<file path="config.mk">
export PLATFORM = sky130hd
export DESIGN_NAME = fwd_scoreboard
export DESIGN_NICKNAME = d
export VERILOG_FILES = /design/src/rtl/fwd_pkg.sv /design/src/rtl/fwd_port_match.sv /design/src/rtl/fwd_scoreboard.sv
export SDC_FILE = /design/constraint.sdc
export NUM_CORES = 1
export LEC_CHECK = 0
export CAP_MARGIN = 15
export CORE_MARGIN = 2
export CORE_UTILIZATION = 55
export DETAILED_ROUTE_END_ITERATION = 12
export GPL_TIMING_DRIVEN = 0
export PLACE_DENSITY = 0.88
export SLEW_MARGIN = 15
export SYNTH_ARGS = -nofsm -noshare
export SYNTH_HDL_FRONTEND = slang
export SYNTH_SLANG_ARGS = --single-unit
</file>
<file path="constraint.sdc">
create_clock -name clk_i -period 8.2 [get_ports clk_i]
set_input_delay 1.64 -clock clk_i [delete_from_list [all_inputs] [get_ports clk_i]]
set_output_delay 1.64 -clock clk_i [all_outputs]
set_load 0.01 [all_outputs]
</file>
<file path="src/rtl/fwd_pkg.sv">
// Shared types and helpers for the operand-bypass scoreboard.
// Entry fields are sized to the widest supported configuration so the struct is parameter-independent.
package fwd_pkg;

  localparam int unsigned FWD_RD_W   = 16;
  localparam int unsigned FWD_CNT_W  = 8;
  localparam int unsigned FWD_SEL_RF = 0;

  typedef struct packed {
    logic                 vld;
    logic [FWD_RD_W-1:0]  rd;
    logic [FWD_CNT_W-1:0] cnt;
  } fwd_entry_t;

  // Remaining-cycle count for a fresh issue: latency clamped to [1, max_lat], minus one.
  function automatic logic [FWD_CNT_W-1:0] fwd_lat_cnt(input logic [FWD_CNT_W-1:0] lat,
                                                       input logic [FWD_CNT_W-1:0] max_lat);
    logic [FWD_CNT_W-1:0] l;
    l = lat;
    if (l == '0) begin
      l = FWD_CNT_W'(1);
    end else if (l > max_lat) begin
      l = max_lat;
    end
    return l - FWD_CNT_W'(1);
  endfunction

endpackage

</file>
<file path="src/rtl/fwd_port_match.sv">
// Youngest-match priority encoder for one ID read port over the next-state scoreboard.
module fwd_port_match
  import fwd_pkg::*;
#(
  parameter int unsigned REG_AW = 5,
  parameter int unsigned DEPTH  = 5,
  parameter int unsigned SEL_W  = 3
) (
  input  fwd_entry_t [DEPTH-1:0] entries_i,
  input  logic [REG_AW-1:0]      rs_i,
  output logic [SEL_W-1:0]       sel_o,
  output logic                   not_ready_o
);

  // Scan oldest to youngest so the lowest-index match wins.
  always_comb begin
    sel_o       = SEL_W'(FWD_SEL_RF);
    not_ready_o = 1'b0;
    if (rs_i != '0) begin
      for (int s = int'(DEPTH) - 1; s >= 0; s--) begin
        if (entries_i[s].vld && (entries_i[s].rd == FWD_RD_W'(rs_i))) begin
          sel_o       = SEL_W'(s + 1);
          not_ready_o = (entries_i[s].cnt != '0);
        end
      end
    end
  end

endmodule

</file>
<file path="src/rtl/fwd_scoreboard.sv">
// Operand-bypass controller: latency scoreboard, per-port bypass selects and load-use stall.
// Optional stall-cycle counter enabled by defining FWD_STALL_CNT_EN.
module fwd_scoreboard
  import fwd_pkg::*;
#(
  parameter int unsigned REG_AW  = 5,
  parameter int unsigned NUM_RD  = 2,
  parameter int unsigned MAX_LAT = 4
) (
  input  logic                                            clk_i,
  input  logic                                            rst_i,
  input  logic                                            issue_valid_i,
  input  logic [REG_AW-1:0]                               issue_rd_i,
  input  logic [$clog2(MAX_LAT+1)-1:0]                    issue_lat_i,
  input  logic [NUM_RD*REG_AW-1:0]                        id_rs_i,
  input  logic                                            flush_i,
  output logic [NUM_RD*$clog2(MAX_LAT+2)-1:0]             fwd_sel_o,
  output logic                                            stall_o,
  output logic [31:0]                                     stall_cnt_o
);

  localparam int unsigned DEPTH = MAX_LAT + 1;
  localparam int unsigned SEL_W = $clog2(DEPTH + 1);
  localparam int unsigned LAT_W = $clog2(MAX_LAT + 1);

  fwd_entry_t [DEPTH-1:0]   sb_q;
  fwd_entry_t [DEPTH-1:0]   sb_d;
  logic [NUM_RD*SEL_W-1:0]  fwd_sel_q;
  logic [NUM_RD*SEL_W-1:0]  fwd_sel_d;
  logic [SEL_W-1:0]         sel_c [NUM_RD];
  logic [NUM_RD-1:0]        not_ready_c;
  logic [LAT_W-1:0]         lat_unused_c;

  assign lat_unused_c = issue_lat_i;

  // Shift pipeline, aging each entry toward ready; new issue enters stage 0.
  always_comb begin
    sb_d        = '0;
    sb_d[0].vld = issue_valid_i && (issue_rd_i != '0);
    sb_d[0].rd  = FWD_RD_W'(issue_rd_i);
    sb_d[0].cnt = fwd_lat_cnt(FWD_CNT_W'(lat_unused_c), FWD_CNT_W'(MAX_LAT));
    for (int s = 1; s < int'(DEPTH); s++) begin
      sb_d[s] = sb_q[s-1];
      if (sb_q[s-1].cnt != '0) begin
        sb_d[s].cnt = sb_q[s-1].cnt - FWD_CNT_W'(1);
      end
    end
  end

  for (genvar p = 0; p < int'(NUM_RD); p++) begin : g_port
    fwd_port_match #(
      .REG_AW (REG_AW),
      .DEPTH  (DEPTH),
      .SEL_W  (SEL_W)
    ) u_match (
      .entries_i   (sb_d),
      .rs_i        (id_rs_i[p*REG_AW +: REG_AW]),
      .sel_o       (sel_c[p]),
      .not_ready_o (not_ready_c[p])
    );
  end

  assign stall_o = (|not_ready_c) && !flush_i;

  // A stalled or squashed consumer leaves a bubble in EX, so it must not bypass.
  always_comb begin
    fwd_sel_d = '0;
    if (!stall_o && !flush_i) begin
      for (int p = 0; p < int'(NUM_RD); p++) begin
        fwd_sel_d[p*SEL_W +: SEL_W] = sel_c[p];
      end
    end
  end

  always_ff @(posedge clk_i) begin
    if (rst_i) begin
      sb_q      <= '0;
      fwd_sel_q <= '0;
    end else begin
      sb_q      <= sb_d;
      fwd_sel_q <= fwd_sel_d;
    end
  end

  assign fwd_sel_o = fwd_sel_q;

`ifdef FWD_STALL_CNT_EN
  logic [31:0] stall_cnt_q;
  logic [31:0] stall_cnt_d;

  always_comb begin
    stall_cnt_d = stall_cnt_q;
    if (stall_o && (stall_cnt_q != 32'hFFFF_FFFF)) begin
      stall_cnt_d = stall_cnt_q + 32'd1;
    end
  end

  always_ff @(posedge clk_i) begin
    if (rst_i) begin
      stall_cnt_q <= '0;
    end else begin
      stall_cnt_q <= stall_cnt_d;
    end
  end

  assign stall_cnt_o = stall_cnt_q;
`else
  assign stall_cnt_o = 32'd0;
`endif

endmodule

</file>
==> metrics.yaml, run 1 <==
outcome: "complete, no violations"
die_area_um2: 6850
routed_via_density: 5.30
cts_tree: "done"
rsz0062_at_grt: "false"
crit_buf_inv: 2
drv_slew: 0
place_hpwl_um: 5500
die-height_um: 82.7
io_buffers: 17
hold_viol: 0
clock-sinks: 59
dp.cells: 525
crit_chain: "clkdlybuf4s50_1, or4_1, o21ai_1, o21ai_0, o221a_2, a31oi_1, clkdlybuf4s50_1"
critical_path.most_common_cell: "clkdlybuf4s50_1"
dp_slack_ns: 1.95
nFillCells: 478
clock_latency_ns: 0.35
wirelength_um: 7370
clockBufferDepth: 2
post-route-period-util: 0.774
max_stage_delay_ns: 0.58
fin_cells: 541
areaGrowthSynthToFinish_pct: 16.6
seqCellArea_um2: 1180
wl_per_cell_um: 13.6
ys_warn_count: 0
die_w_um: 82.7
cp_top_family: "compound AO/OA/AOI/OAI gates"
multi_input_area_um2: 1990
slew_headroom: 0.600
worstSetupEndpointType: "output pin"
synth_top_area_share: 0.346
syn_area_um2: 3410
tightest_slew_ns: 0.595
grt.overflow.total: 0
avgSynthCellArea_um2: 8.50
core_area_um2: 5960
synth_cell_types: 48
synth_area_leaders: "dfxtp_1 (35%), xor2_1 (10%), buf_4 (7.3%), xnor2_1 (5.4%), nor2b_1 (5.0%)"
final_nets: 492
cts_resized: 0
cts_hold_buf: 0
fin_area_um2: 3970
layout_setup_ws_ns: 1.85
power_density_nw_per_um2: 191
dr_total_vias: 2869
clk_pin_slew_ns: 0.07
setup_viol: 0
worstPathRequired_ns: 6.56
htreeDepth: 3
postCtsSetupBuffers: 0
rows: 28
first_pass_iters: 5
cts_root_buffer: "clkbuf_8"
synth_edf_count: 0
dpl-instance-area_um2: 3790
dr.first_iter.drc_count: 183
grt_pass1_wl_um: 11400
netlist_instances: 401
drive_gt1_frac: 0.129
synth_seq_cells: 59
initial_utilization: 0.572
grt_pass1_vias: 2557
hp-class: "flop to flop"
p_total_mw: 0.757
grt_max_degree: 11
cp.arrival_ns: 4.71
gp_congestion: 0.926
worstSetupStartpointType: "input pin"
grtUsageTotal: 0.223
synth_area_leader_cell: "dfxtp_1"
leakagePower_nw: 1.68
antenna_found_initial: 0
yosys-top-cells-count: "dfxtp_1 (59), xor2_1 (40), nor2_1 (36)"
antennaDiodeCount: 0
synthFlopType: "dfxtp_1"
ys_seq_area_frac: 0.346
fin_skew_ns: 0.0104
io_pins: 61
async_flop_share: 0
worstPathMaxFanout: 8
cts_made_buffers: 9
max_cap_violations: 0
setup-tns-final_ns: 0
drc: 0
synth.most_common_cell: "dfxtp_1"
crit_type: "input pin to output pin"
slowest_stage: "clkdlybuf4s50_1"
peakVddDrop_v: 0.000145
ant_nets: 0
fin_crit_ns: 6.35
fmax_mhz: 157
state kept, by name, indices dropped and copies added, names as in the netlist:
name / count
sb_q: 29
fwd_sel_o: 6
sb_d: 24
power by group:
part / internal, mW / switching, mW / total [mW]
clock: 0.125 / 0.113 / 0.237
combinational: 0.0846 / 0.104 / 0.188
sequential: 0.311 / 0.0208 / 0.331
placed cells by master (no fill, tap or decap), types with 5 or more instances in the layout:
master,netlist,routed
ha_1,9,9
and3_1,6,6
nor3_1,22,22
buf_4,33,33
dfxtp_1,59,59
a211oi_1,5,5
a21oi_1,13,13
clkdlybuf4s50_1,0,17
nor2_1,36,36
inv_1,11,11
nand2_1,14,14
nor2b_1,27,27
clkbuf_1,18,19
nand3_1,9,9
xnor2_1,21,21
clkbuf_8,0,11
o21ai_0,8,8
nor4_1,11,11
xor2_1,40,40
conb_1,1,33
area by class of cell:
type,count,area share
buffer,51,0.0793
clock buffer,12,0.0390
clock inverter,4,0.00630
inverter,11,0.0104
multi-input combinational,312,0.501
sequential,59,0.297
tap,75,0.0236
timing repair buffer,17,0.0428
per-layer routing:
| metal | vias to the layer above | part of all wire | global-route usage |
|---|---|---|---|
| li1 | 1429 | - | - |
| met1 | 1302 | 0.43 | 0.277 |
| met5 | - | 0 | 0 |
| met2 | 114 | 0.48 | 0.361 |
| met4 | 0 | 0.028 | 0.107 |
| met3 | 24 | 0.065 | 0.0565 |
per-stage QoR:
stage	hold slack (ns)	utilization
global route	0.489	0.667
detailed placement	0.467	0.637
global placement	0.464	0.637
finish	0.477	0.667
floorplan	0.444	-
CTS	0.476	0.667
final timing paths:
kind	start	to	slack, ns	cells after the start
worst min register to register	sb_d[49]$_SDFF_PP0_	sb_d[74]$_SDFF_PP0_	0.48	1
worst max register to register	sb_q[50]$_SDFF_PP0_	fwd_sel_o[4]$_SDFF_PP0_	5.45	10
worst min-delay path	sb_d[49]$_SDFF_PP0_	sb_d[74]$_SDFF_PP0_	0.48	1
worst max-delay path	issue_rd_i[1]	stall_o	1.85	7
cell families (layout without fill, tap and decap cells):
group	Yosys count	count (layout)	share of synthesized area
simple gates	160	160	0.261
buf+inv	62	95	0.105
xor+xnor	61	61	0.157
flops	59	59	0.346
compound gates	48	48	0.0947
fa+ha+maj	9	9	0.0330
other cells	1	33	0.00110
mux	1	1	0.00294
Note: power is estimated with default switching activity, not from simulation.
==> run 2, diff against run 1 <==
Settings changed: CORE_UTILIZATION 55 to 53, PLACE_DENSITY 0.88 to 0.85.
Clock period 8.2 ns to 6.4 ns, I/O delays scaled along.
==> run 2 against run 1 <==
  * Die area increased by 3.6%
  * Cell area decreased by 0.28%
  * Clock power increased by 24%
  * Power increased by 26%
  * Sequential power increased by 28%
  * Clock skew decreased by 0.0071 ns
  * Combinational power increased by 27%
  * Wire length decreased by 2.7%
  * Critical path depth unchanged
  * Setup slack got worse by 1.0 ns
  * Via count decreased by 1.2%
  * Sequential share of layout area increased by 0.084 points
==> metrics.yaml, run 2 (same netlist as run 1, synthesis figures left out) <==
drc: 0  # unchanged
die_area_um2: 7090  # was 6850 um2
finalCoreUtilization: 0.631  # was 0.667
wl_per_cell_um: 13.3  # was 13.6 um
p_sw_mw: 0.295  # was 0.237 mW
routed_via_density: 5.24  # was 5.30
crit_type: "input pin to output pin"  # unchanged
largest_reg_flops: 29  # unchanged
io_pins: 61  # unchanged
largest-register: "sb_q"  # unchanged
drv_slew: 0  # unchanged
worstSetupStartpointType: "input pin"  # unchanged
io_buffers: 17  # unchanged
pwr-share-clk: 0.307  # was 0.314
areaGrowthSynthToFinish_pct: 16.2  # was 16.6%
cts_tree: "done"  # unchanged
fin_crit_ns: 5.59
initial_utilization: 0.543  # was 0.572
rows: 29  # was 28
die_w_um: 84.2  # was 82.7 um
worstPathRequired_ns: 5.12  # was 6.56 ns
ant_nets: 0  # unchanged
outcome: "complete, no violations"  # unchanged
antenna_found_initial: 0  # unchanged
htreeDepth: 3  # unchanged
cts_root_buffer: "clkbuf_8"  # unchanged
core_area_um2: 6280  # was 5960 um2
cts_made_buffers: 9  # unchanged
final_cell_mix: "dfxtp_1 (59), xor2_1 (40), nor2_1 (36), buf_4 (33), conb_1 (33)"  # unchanged
max_stage_delay_ns: 0.58  # about the same
clockBufferDepth: 2  # unchanged
use_met3: 0.0501  # was 0.0565
cts_resized: 0  # unchanged
worstSetupEndpointType: "output pin"  # unchanged
dr.first_iter.drc_count: 213  # was 183
wirelength_um: 7180  # was 7370 um
postCtsSetupBuffers: 0  # unchanged
worstPathMaxFanout: 8  # unchanged
fmax_mhz: 179
top_usage_layer: "met2"  # unchanged
rsz0062_at_grt: "false"  # unchanged
hp-class: "flop to flop"  # unchanged
clk_pin_slew_ns: 0.06  # was 0.07 ns
gp_congestion: 0.931  # was 0.926
tightest_slew_ns: 0.586  # was 0.595 ns
cts_hold_buf: 0  # unchanged
hold_viol: 0  # unchanged
die-height_um: 84.2  # was 82.7 um
first_pass_iters: 5  # unchanged
setup_viol: 0  # unchanged
grt_pass1_wl_um: 11800  # was 11,400 um
grt.overflow.total: 0  # unchanged
swShare: 0.308  # was 0.313
hold_ws_ns: 0.481  # was 0.477 ns
pwr-share-comb: 0.249  # about the same
crit_chain: "clkdlybuf4s50_1, or4_1, o21ai_1, o21ai_0, o221a_2, a31oi_1, clkdlybuf4s50_1"  # unchanged
antennaDiodeCount: 0  # unchanged
slew_headroom: 0.609  # was 0.600
grtUsageTotal: 0.208  # was 0.223
slowest_stage: "clkdlybuf4s50_1"  # unchanged
use_met2: 0.345  # was 0.361
grt_max_degree: 11  # unchanged
leakagePower_nw: 1.68  # about the same
seq_power_share: 0.444  # was 0.438
p_total_mw: 0.956  # was 0.757 mW
dr_total_vias: 2834  # was 2,869
drive_gt1_frac: 0.127  # was 0.129
fin_skew_ns: 0.00326  # was 0.0104 ns
p_int_mw: 0.661  # was 0.520 mW
final_common_cell: "dfxtp_1"  # unchanged
setup-tns-final_ns: 0  # unchanged
grt_pass1_vias: 2576  # was 2,557
post-route-period-util: 0.874
critical_path.most_common_cell: "clkdlybuf4s50_1"  # unchanged
clock_latency_ns: 0.34  # was 0.35 ns
use_met1: 0.262  # was 0.277
clock-sinks: 59  # unchanged
place_hpwl_um: 5340  # was 5500 um
cp.arrival_ns: 4.31  # was 4.71 ns
max_cap_violations: 0  # unchanged
peakVddDrop_v: 0.000149  # was 0.000145 V
power_density_nw_per_um2: 241  # was 191 nW/um2
final_nets: 492  # unchanged
[run 2: cell type report]
class / instances / area (um2)
Fill cell: 555 / 2310
Multi-Input combinational cell: 312 / 1990
Sequential cell: 59 / 1180
Buffer: 51 / 315
Timing Repair Buffer: 17 / 170
Clock buffer: 11 / 151
Tap cell: 77 / 96.3
Inverter: 11 / 41.3
Clock inverter: 3 / 15.0
[run 2: power by group through the flow]
stage / Sequential (mW) / Combinational (mW) / Clock, mW
final: 0.425 / 0.238 / 0.293
after global routing: 0.429 / 0.266 / 0.312
after CTS: 0.424 / 0.237 / 0.296
after detailed placement: 0.432 / 0.234 / 0
after global placement: 0.430 / 0.226 / 0
after floorplan: 0.426 / 0.191 / 0
[run 2: metrics by stage]
stage,setup WS (ns),cells,area [um2]
floorplan,2.17,433,3530
global placement,0.908,527,3800
detailed placement,0.890,527,3800
CTS,0.871,541,3960
global route,0.687,541,3960
finish,0.806,541,3960
[run 2: worst paths after layout]
path	from	endpoint	slack, ns	depth (start not counted)
worst max register to register	sb_q[0]$_SDFF_PP0_	fwd_sel_o[4]$_SDFF_PP0_	3.94	9
worst min-delay path	sb_d[49]$_SDFF_PP0_	sb_d[74]$_SDFF_PP0_	0.48	1
worst max-delay path	issue_rd_i[1]	stall_o	0.81	7
worst min register to register	sb_d[49]$_SDFF_PP0_	sb_d[74]$_SDFF_PP0_	0.48	1
[run 2: worst max-delay path, delay by kind of cell]
| kind | cells | cell delay [ns] |
|---|---|---|
| AO/OA/AOI/OAI | 4 | 1.40 |
| buffers and inverters | 2 | 1.07 |
| AND/OR/NAND/NOR | 1 | 0.55 |
[run 2: metal layers]
layer,part of all wire,vias up
li1,-,1430
met1,0.42,1263
met2,0.48,130
met3,0.080,11
met4,0.016,0
met5,0,-
==> run 3, diff against run 2 <==
Settings changed: CORE_UTILIZATION 53 to 55, PLACE_DENSITY 0.85 to 0.86, SETUP_SLACK_MARGIN set to 0.05, SYNTH_HIERARCHICAL set to 1.
==> run 3 against run 2 <==
  * Sequential power is 2% higher
  * Critical path depth increased by 5
  * Combinational power increased by 47%
  * Utilization grew 8.7 points
  * Wire length is 30% higher
  * Cell area rose by 31%
  * Maximum frequency up 1.4%
  * Setup slack improved by 0.078 ns
  * Critical endpoint unchanged
==> metrics.yaml, run 3 <==
outcome: "complete, no violations"  # unchanged
clock_latency_ns: 0.35  # was 0.34 ns
antennaDiodeCount: 0  # unchanged
wl_per_cell_um: 12.3  # was 13.3 um
yosys-top-cells-count: "dfxtp_1 (59), nor4_1 (43), xnor2_1 (41)"  # was dfxtp_1 (59), xor2_1 (40), nor2_1 (36)
final_nets: 690  # was 492
top_layer: "met4"  # unchanged
grt_pass1_vias: 3518  # was 2,576
dr_total_vias: 3725  # was 2,834
antenna_found_initial: 0  # unchanged
synth_seq_cells: 59  # unchanged
rsz0062_at_grt: "false"  # unchanged
initial_utilization: 0.565  # was 0.543
cts_root_buffer: "clkbuf_8"  # unchanged
worstPathMaxFanout: 5  # was 8
synth_area_leaders: "dfxtp_1 (29%), xnor2_1 (8.8%), nor4_1 (6.6%), buf_4 (6.3%), nor2b_1 (5.1%)"  # was dfxtp_1 (35%), xor2_1 (10%), buf_4 (7.3%), xnor2_1 (5.4%), nor2b_1 (5.0%)
synth_area_leader_cell: "dfxtp_1"  # unchanged
power_density_nw_per_um2: 236  # was 241 nW/um2
hold_viol: 0  # unchanged
clock-sinks: 59  # unchanged
areaGrowthSynthToFinish_pct: 27.2  # was 16.2%
clk_pin_slew_ns: 0.06  # about the same
dp.cells: 746  # was 527
drive_gt1_frac: 0.122  # was 0.127
grt_max_degree: 11  # unchanged
cp.arrival_ns: 4.24  # was 4.31 ns
core_area_um2: 7210  # was 6280 um2
largest_reg_flops: 29  # unchanged
cts_made_buffers: 9  # unchanged
grt.overflow.total: 0  # unchanged
netlist_instances: 482  # was 401
ys_seq_area_frac: 0.290  # was 0.346
htreeDepth: 3  # unchanged
worstSetupEndpointType: "output pin"  # unchanged
io_pins: 61  # unchanged
synth_cell_types: 52  # was 48
setup_viol: 0  # unchanged
fin_area_um2: 5180  # was 3960 um2
tightest_slew_ns: 0.804  # was 0.586 ns
drc: 0  # unchanged
layout_setup_ws_ns: 0.884  # was 0.806 ns
postCtsSetupBuffers: 0  # unchanged
leakagePower_nw: 2.29  # was 1.68 nW
setup-tns-final_ns: 0  # unchanged
p_total_mw: 1.22  # was 0.956 mW
synth.most_common_cell: "dfxtp_1"  # unchanged
first_pass_iters: 5  # unchanged
dpl-instance-area_um2: 4920  # was 3800 um2
grt_pass1_wl_um: 15600  # was 11,800 um
dr_wl_met2_um: 4770  # was 3470 um
synthFlopType: "dfxtp_1"  # unchanged
post-route-period-util: 0.862  # was 0.874
crit_type: "input pin to output pin"  # unchanged
ys_warn_count: 6  # was 0
slew_headroom: 0.459  # was 0.609
syn_area_um2: 4080  # was 3410 um2
die_area_um2: 8110  # was 7090 um2
ant_nets: 0  # unchanged
hp-class: "flop to flop"  # unchanged
final_cell_mix: "conb_1 (149), dfxtp_1 (59), nor4_1 (43), xnor2_1 (41), buf_4 (34)"  # was dfxtp_1 (59), xor2_1 (40), nor2_1 (36), buf_4 (33), conb_1 (33)
rows: 31  # was 29
wirelength_um: 9340  # was 7180 um
fmax_mhz: 181  # was 179 MHz
die_w_um: 90.1  # was 84.2 um
dr_wl_met3_um: 461  # was 572 um
worstPathRequired_ns: 5.12  # about the same
dr.first_iter.drc_count: 150  # was 213
fin_cells: 762  # was 541
m1WireLength_um: 3800  # was 3020 um
worstSetupStartpointType: "input pin"  # unchanged
routed_via_density: 4.89  # was 5.24
synth_top_area_share: 0.290  # was 0.346
synth_edf_count: 0  # unchanged
fin_skew_ns: 0.00692  # was 0.00326 ns
peakVddDrop_v: 0.000135  # was 0.000149 V
final_common_cell: "conb_1"  # was dfxtp_1
grtUsageTotal: 0.239  # was 0.208
die-height_um: 90.1  # was 84.2 um
max_cap_violations: 0  # unchanged
place_hpwl_um: 7260  # was 5340 um
largest-register: "sb_q"  # unchanged
fin_crit_ns: 5.52  # was 5.59 ns
cts_resized: 0  # unchanged
async_flop_share: 0  # unchanged
cts_tree: "done"  # unchanged
nFillCells: 571  # was 555
io_buffers: 17  # unchanged
dp_slack_ns: 0.901  # was 0.890 ns
avgSynthCellArea_um2: 8.45  # was 8.50 um2
clockBufferDepth: 2  # unchanged
gp_congestion: 0.871  # was 0.931
cts_hold_buf: 0  # unchanged
drv_slew: 0  # unchanged
-- run 3: cell types whose count changed in the layout (fill, tap and decap cells not counted), moves of 7 or more --
| cell | delta |
|---|---|
| inv_1 | +8 |
| nor4_1 | +32 |
| conb_1 | +116 |
| nand4_1 | +10 |
| nor3_1 | -7 |
| a21oi_1 | +7 |
| xor2_1 | -20 |
| xnor2_1 | +20 |
| nand2_1 | +17 |
| clkbuf_1 | -9 |
-- run 3: final cells by class --
class	instances	area (um2)	share of cell area
clock buffers	12	165	0.0319
flip-flops and latches	59	1180	0.228
clock inverters	4	95.1	0.0183
repair buffers	17	170	0.0328
multi-input cells	502	3040	0.586
well taps	99	124	0.0239
plain buffers	50	340	0.0656
inverters	19	71.3	0.0138
-- run 3: metal layers --
layer	track usage	up-vias
met4	0.131	0
li1	-	1876
met3	0.0319	23
met5	0	-
met2	0.431	127
met1	0.272	1699
-- run 3: per-stage QoR --
stage,utilization,hold WS [ns]
final,0.719,0.476
after global routing,0.719,0.491
after CTS,0.719,0.478
after detailed placement,0.683,0.470
after global placement,0.683,0.473
after floorplan,-,0.443
-- run 3: logic make-up after synthesis --
kind of cell | after synthesis | share of synthesized area
adders and majority gates | 10 | 0.0307
and+or+nand+nor | 227 | 0.347
xor gates and xnor gates | 61 | 0.131
other | 1 | 0.000920
DFF | 59 | 0.290
buffers and inverters | 69 | 0.101
muxes | 9 | 0.0243
AOI/OAI and AO/OA | 46 | 0.0749
-- run 3: final timing paths --
path                       start                 endpoint  slack [ns]  cells after the start
min reg2reg  sb_d[74]$_SDFF_PP0_      sb_d[99]$_SDFF_PP0_        0.48                      1
max                issue_rd_i[0]                  stall_o        0.88                     12
min          sb_d[74]$_SDFF_PP0_      sb_d[99]$_SDFF_PP0_        0.48                      1
max reg2reg  sb_q[50]$_SDFF_PP0_  fwd_sel_o[3]$_SDFF_PP0_        2.75                     12
-- run 3: worst max-delay path: stages --
cell	delay (ns)
clkdlybuf4s50_1	0.56
or4_1	0.15
o21a_1	0.14
nor4b_1	0.26
nand4_1	0.15
or4_1	0.66
inv_1	0.10
nor2_1	0.05
a21oi_1	0.18
nor2_1	0.08
nor2_1	0.09
clkdlybuf4s50_1	0.54
-- run 3: report_power, final --
group	internal, mW	total, mW	switching (mW)
registers	0.397	0.432	0.0345
clock network	0.290	0.438	0.148
logic	0.155	0.351	0.196
